File: config.mk
export PLATFORM = sky130hd
export DESIGN_NAME = pipeline_stall_controller
export DESIGN_NICKNAME = d
export VERILOG_FILES = /design/src/rtl/pipeline_stall_controller.sv
export SDC_FILE = /design/constraint.sdc
export NUM_CORES = 1
export LEC_CHECK = 0
export CORE_MARGIN = 2
export CORE_UTILIZATION = 30
export DETAILED_ROUTE_END_ITERATION = 8
export SYNTH_ARGS = -nofsm -noshare
export SYNTH_HDL_FRONTEND = slang
export SYNTH_SLANG_ARGS = --single-unit
export TNS_END_PERCENT = 1
File: constraint.sdc
create_clock -name clk -period 2 [get_ports clk]
set_input_delay 0.4 -clock clk [delete_from_list [all_inputs] [get_ports clk]]
set_output_delay 0.4 -clock clk [all_outputs]
set_load 0.02 [all_outputs]
File: src/rtl/pipeline_stall_controller.sv
// pipeline_stall_controller: IF/ID register owner, PC/bubble control, halt drain sequencing and stall/flush counters.
module pipeline_stall_controller #(
    parameter int          DRAIN_CYCLES = 2,
    parameter int          CNT_W        = 32,
    parameter logic [31:0] NOP_INST     = 32'h00000013
) (
    input  logic             clk,
    input  logic             reset,
    input  logic             is_stall,
    input  logic             ex_flush,
    input  logic             ex_halt,
    input  logic [31:0]      if_pc,
    input  logic [31:0]      if_inst,
    output logic             pc_write,
    output logic             id_ex_bubble,
    output logic [31:0]      id_pc,
    output logic [31:0]      id_inst,
    output logic             id_valid,
    output logic             is_halted,
    output logic [CNT_W-1:0] stall_cycles,
    output logic [CNT_W-1:0] flush_count
);
    localparam int DW = DRAIN_CYCLES > 0 ? $clog2(DRAIN_CYCLES + 1) : 1;
    typedef enum logic [1:0] {RUN, DRAIN, HALTED} state_t;
    state_t        state;
    logic [DW-1:0] drain_cnt;
    logic          eff_stall;
    logic          run;
    assign eff_stall    = is_stall & id_valid;
    assign run          = !reset && state == RUN;
    assign pc_write     = run && !ex_halt && (ex_flush || !eff_stall);
    assign id_ex_bubble = !run || ex_halt || ex_flush || eff_stall;
    // A flush discards any concurrent stall; halt outranks both and freezes the counters.
    always_ff @(posedge clk) begin
        if (reset) begin
            state        <= RUN;
            drain_cnt    <= '0;
            is_halted    <= 1'b0;
            id_pc        <= '0;
            id_inst      <= NOP_INST;
            id_valid     <= 1'b0;
            stall_cycles <= '0;
            flush_count  <= '0;
        end else begin
            case (state)
                RUN: begin
                    if (ex_halt) begin
                        id_pc     <= '0;
                        id_inst   <= NOP_INST;
                        id_valid  <= 1'b0;
                        drain_cnt <= DW'(DRAIN_CYCLES);
                        state     <= DRAIN;
                    end else if (ex_flush) begin
                        id_pc    <= '0;
                        id_inst  <= NOP_INST;
                        id_valid <= 1'b0;
                        if (flush_count != '1) flush_count <= flush_count + CNT_W'(1);
                    end else if (eff_stall) begin
                        if (stall_cycles != '1) stall_cycles <= stall_cycles + CNT_W'(1);
                    end else begin
                        id_pc    <= if_pc;
                        id_inst  <= if_inst;
                        id_valid <= 1'b1;
                    end
                end
                DRAIN: begin
                    if (drain_cnt == '0) begin
                        state     <= HALTED;
                        is_halted <= 1'b1;
                    end else begin
                        drain_cnt <= drain_cnt - DW'(1);
                    end
                end
                default: ;
            endcase
        end
    end
endmodule

==> flow_metrics.env <==
export IMPL_yosysMostFrequentCell="dfxtp_1"
export IMPL_async_reset_ff_frac=0
export IMPL_ys_ff_latch=134
export IMPL_synth_edf_count=0
export IMPL_hold_violations=0
export IMPL_rsz0062_at_grt="yes"
export IMPL_fin_nets=945
export IMPL_core_area_um2=18000
export IMPL_yosys_warnings=0
export IMPL_ys_seq_area_frac=0.484
export IMPL_holdCritPathClass="input pin to flip-flop"
export IMPL_cts_buffers=17
export IMPL_clock_sinks=134
export IMPL_ant_nets=0
export IMPL_viasPerCell=5.13
export IMPL_hpwl_um=13000
export IMPL_p_sw_frac=0.250
export IMPL_p_comb_frac=0.096
export IMPL_finalSetupViolations=18
export IMPL_synth_area_top_cells="dfxtp_1 48%, a22o_1 9.6%, a21oi_1 4.2%"
export IMPL_die_w_um=140
export IMPL_tritoncts="done"
export IMPL_antenna_cells=0
export IMPL_violations="setup timing"
export IMPL_maxClockFrequency_mhz=471
export IMPL_clk_pin_slew_ns=0.06
export IMPL_layout_drive_gt1_share=0.217
export IMPL_worst_slack_ns=-0.125
export IMPL_synth_cells=589
export IMPL_grt_ovfl_total=0
export IMPL_row_count=49
export IMPL_drt_iter0_markers=229
export IMPL_cp_data_required_time_ns=2.35
export IMPL_clkPwrFrac=0.481
export IMPL_syn_area_um2=5540
export IMPL_max_stage_delay_ns=0.60
export IMPL_wl_per_cell_um=16.0
export IMPL_end_kind="flip-flop"
export IMPL_netlist_area_leader_share=0.484
export IMPL_p_switching_mw=1.64
export IMPL_insertion_delay_ns=0.43
export IMPL_arrival_ns=2.48
export IMPL_postCtsHoldBufs=0
export IMPL_outcome="finished with violations"
export IMPL_vias=5716
export IMPL_p_seq_frac=0.422
export IMPL_slew_headroom=0.439
export IMPL_grt_max_degree=80
export IMPL_total_power_mw=6.57
export IMPL_internal_power_mw=4.93
export IMPL_maxCapViolCount=0
export IMPL_mappedNetlistNets=661
export IMPL_ioPinCount=201
export IMPL_cts_root_buf="clkbuf_16"
export IMPL_tightest_slew_ns=0.841
export IMPL_area_growth_pct=66.4
export IMPL_antenna_found_initial=0
export IMPL_cp_start_kind="flip-flop"
export IMPL_clock_tree_buffer_depth=2
export IMPL_cp_max_fo=3
export IMPL_criticalPathCategory="flip-flop to flip-flop"
export IMPL_skew_ns=0.0103
export IMPL_grt_usage=0.180
export IMPL_cts_max_level=4
export IMPL_port_buffers=200
export IMPL_grt_pass1_vias=5655
export IMPL_dp_cells=1083
export IMPL_synth_cell_types=45
export IMPL_wirelength_um=17800
export IMPL_syn_avg_cell_area_um2=9.41
export IMPL_p_per_area_nw_per_um2=713
export IMPL_grt_pass1_wl_um=28600
export IMPL_period_minus_slack_ns=2.12
export IMPL_cp_cell_sequence="nand4_4, or4_4, or4_4, or3_1, a21oi_1"
export IMPL_synth_top_cell_by_area="dfxtp_1"
export IMPL_die_area_um2=19600
export IMPL_gp_congestion=0.777
export IMPL_final_cells=1115
export IMPL_slew_viol_final=0
export IMPL_leakagePower_nw=3.43
export IMPL_yosys_top_cells_count="134 x dfxtp_1, 61 x a22o_1, 47 x a21oi_1, 36 x nor2_1, 30 x nand2_1"
export IMPL_drtPass1Iterations=4
export IMPL_cpMostUsedCell="or4_4"
export IMPL_die_h_um=140
export IMPL_start_util=0.307
export IMPL_synthFlopType="dfxtp_1"
export IMPL_final_period_utilization=1.06
export IMPL_ir_worst_vdd_mv=0.631
export IMPL_drc=0
export IMPL_cpMaxStageDelayCell="or4_4"
cell usage in the layout, fill, tap and decap left out, types with 6 or more instances in the layout:
cell,n
a21oi_1,45
a22o_1,61
buf_4,97
clkbuf_16,17
clkdlybuf4s50_1,191
dfxtp_1,114
dfxtp_2,20
inv_1,15
inv_6,6
mux2_2,10
nand2_1,29
nand3_1,23
nand4_1,23
nor2_1,36
nor2b_1,13
nor4_1,8
o21ai_0,21
o31ai_1,20
or3_1,21
or4_1,22
xnor2_1,6
final cells by class:
| cell class | count | area, um^2 |
|---|---|---|
| Fill cell | 1644 | 8800 |
| Timing Repair Buffer | 301 | 2800 |
| Multi-Input combinational cell | 404 | 2780 |
| Sequential cell | 134 | 2710 |
| Clock buffer | 17 | 425 |
| Tap cell | 229 | 287 |
| Clock inverter | 15 | 168 |
| Inverter | 15 | 56.3 |
kinds of logic (layout without fill, tap and decap cells):
family / count (synthesis) / count (layout) / share of synthesized area
flip-flops: 134 / 134 / 0.484
AND/OR/NAND/NOR: 214 / 214 / 0.222
XOR/XNOR: 8 / 8 / 0.0126
AO/OA/AOI/OAI: 165 / 165 / 0.210
multiplexers: 14 / 14 / 0.0284
adder cells (fa/ha/maj): 3 / 3 / 0.00677
buffers and inverters: 51 / 348 / 0.0359
sequential cells by signal, summed over array words and instances (netlist names):
| register | cells |
|---|---|
| drain_cnt | 2 |
| id_pc | 32 |
| id_valid | 1 |
| is_halted | 1 |
| id_inst | 32 |
| state | 2 |
| stall_cycles | 32 |
| flush_count | 32 |
worst max-delay path, delay by kind of cell, from the launching register on:
family             cells  cell delay (ns)
and+or+nand+nor        4             1.57
DFF                    1             0.36
AOI/OAI and AO/OA      1             0.14
power by group through the flow:
stage	combinational [mW]	sequential, mW	clock [mW]
finish	0.633	2.78	3.16
global route	0.675	2.78	3.36
CTS	0.637	2.78	3.24
detailed placement	0.631	2.83	0
global placement	0.620	2.83	0
floorplan	0.204	2.90	0
timing repair:
item,in CTS,in global routing
pin swaps,6,7
buffers inserted,0,0
endpoints found under the setup margin,100,119
gates resized for setup,26,12
routing by layer:
metal,part of all wire,up-vias,GRT usage
li1,-,2808,-
met1,0.43,2737,0.218
met2,0.50,150,0.309
met3,0.049,21,0.0468
met4,0.016,0,0.0684
met5,0,-,0
through the flow:
step | cell area (um^2) | hold slack (ns) | TNS [ns] | setup slack, ns | util
after floorplan | 5600 | 0.488 | -3.13 | -0.126 | -
after global placement | 8540 | 0.434 | -47.86 | -0.654 | 0.474
after detailed placement | 8540 | 0.446 | -52.49 | -0.667 | 0.474
after CTS | 9180 | 0.398 | -1.01 | -0.139 | 0.509
after global routing | 9220 | 0.413 | -7.13 | -0.208 | 0.512
final | 9220 | 0.417 | -0.822 | -0.125 | 0.512
worst paths after layout:
| check | start | slack [ns] | cells past startpoint | endpoint |
|---|---|---|---|---|
| worst max-delay path | stall_cycles[5] | -0.12 | 5 | stall_cycles[30] |
| worst min-delay path | reset | 0.42 | 3 | state[0] |
| worst max register to register | stall_cycles[5] | -0.12 | 5 | stall_cycles[30] |
| worst min register to register | id_inst[0] | 0.45 | 2 | id_inst[0] |
Power figures use the tool's default switching activity.
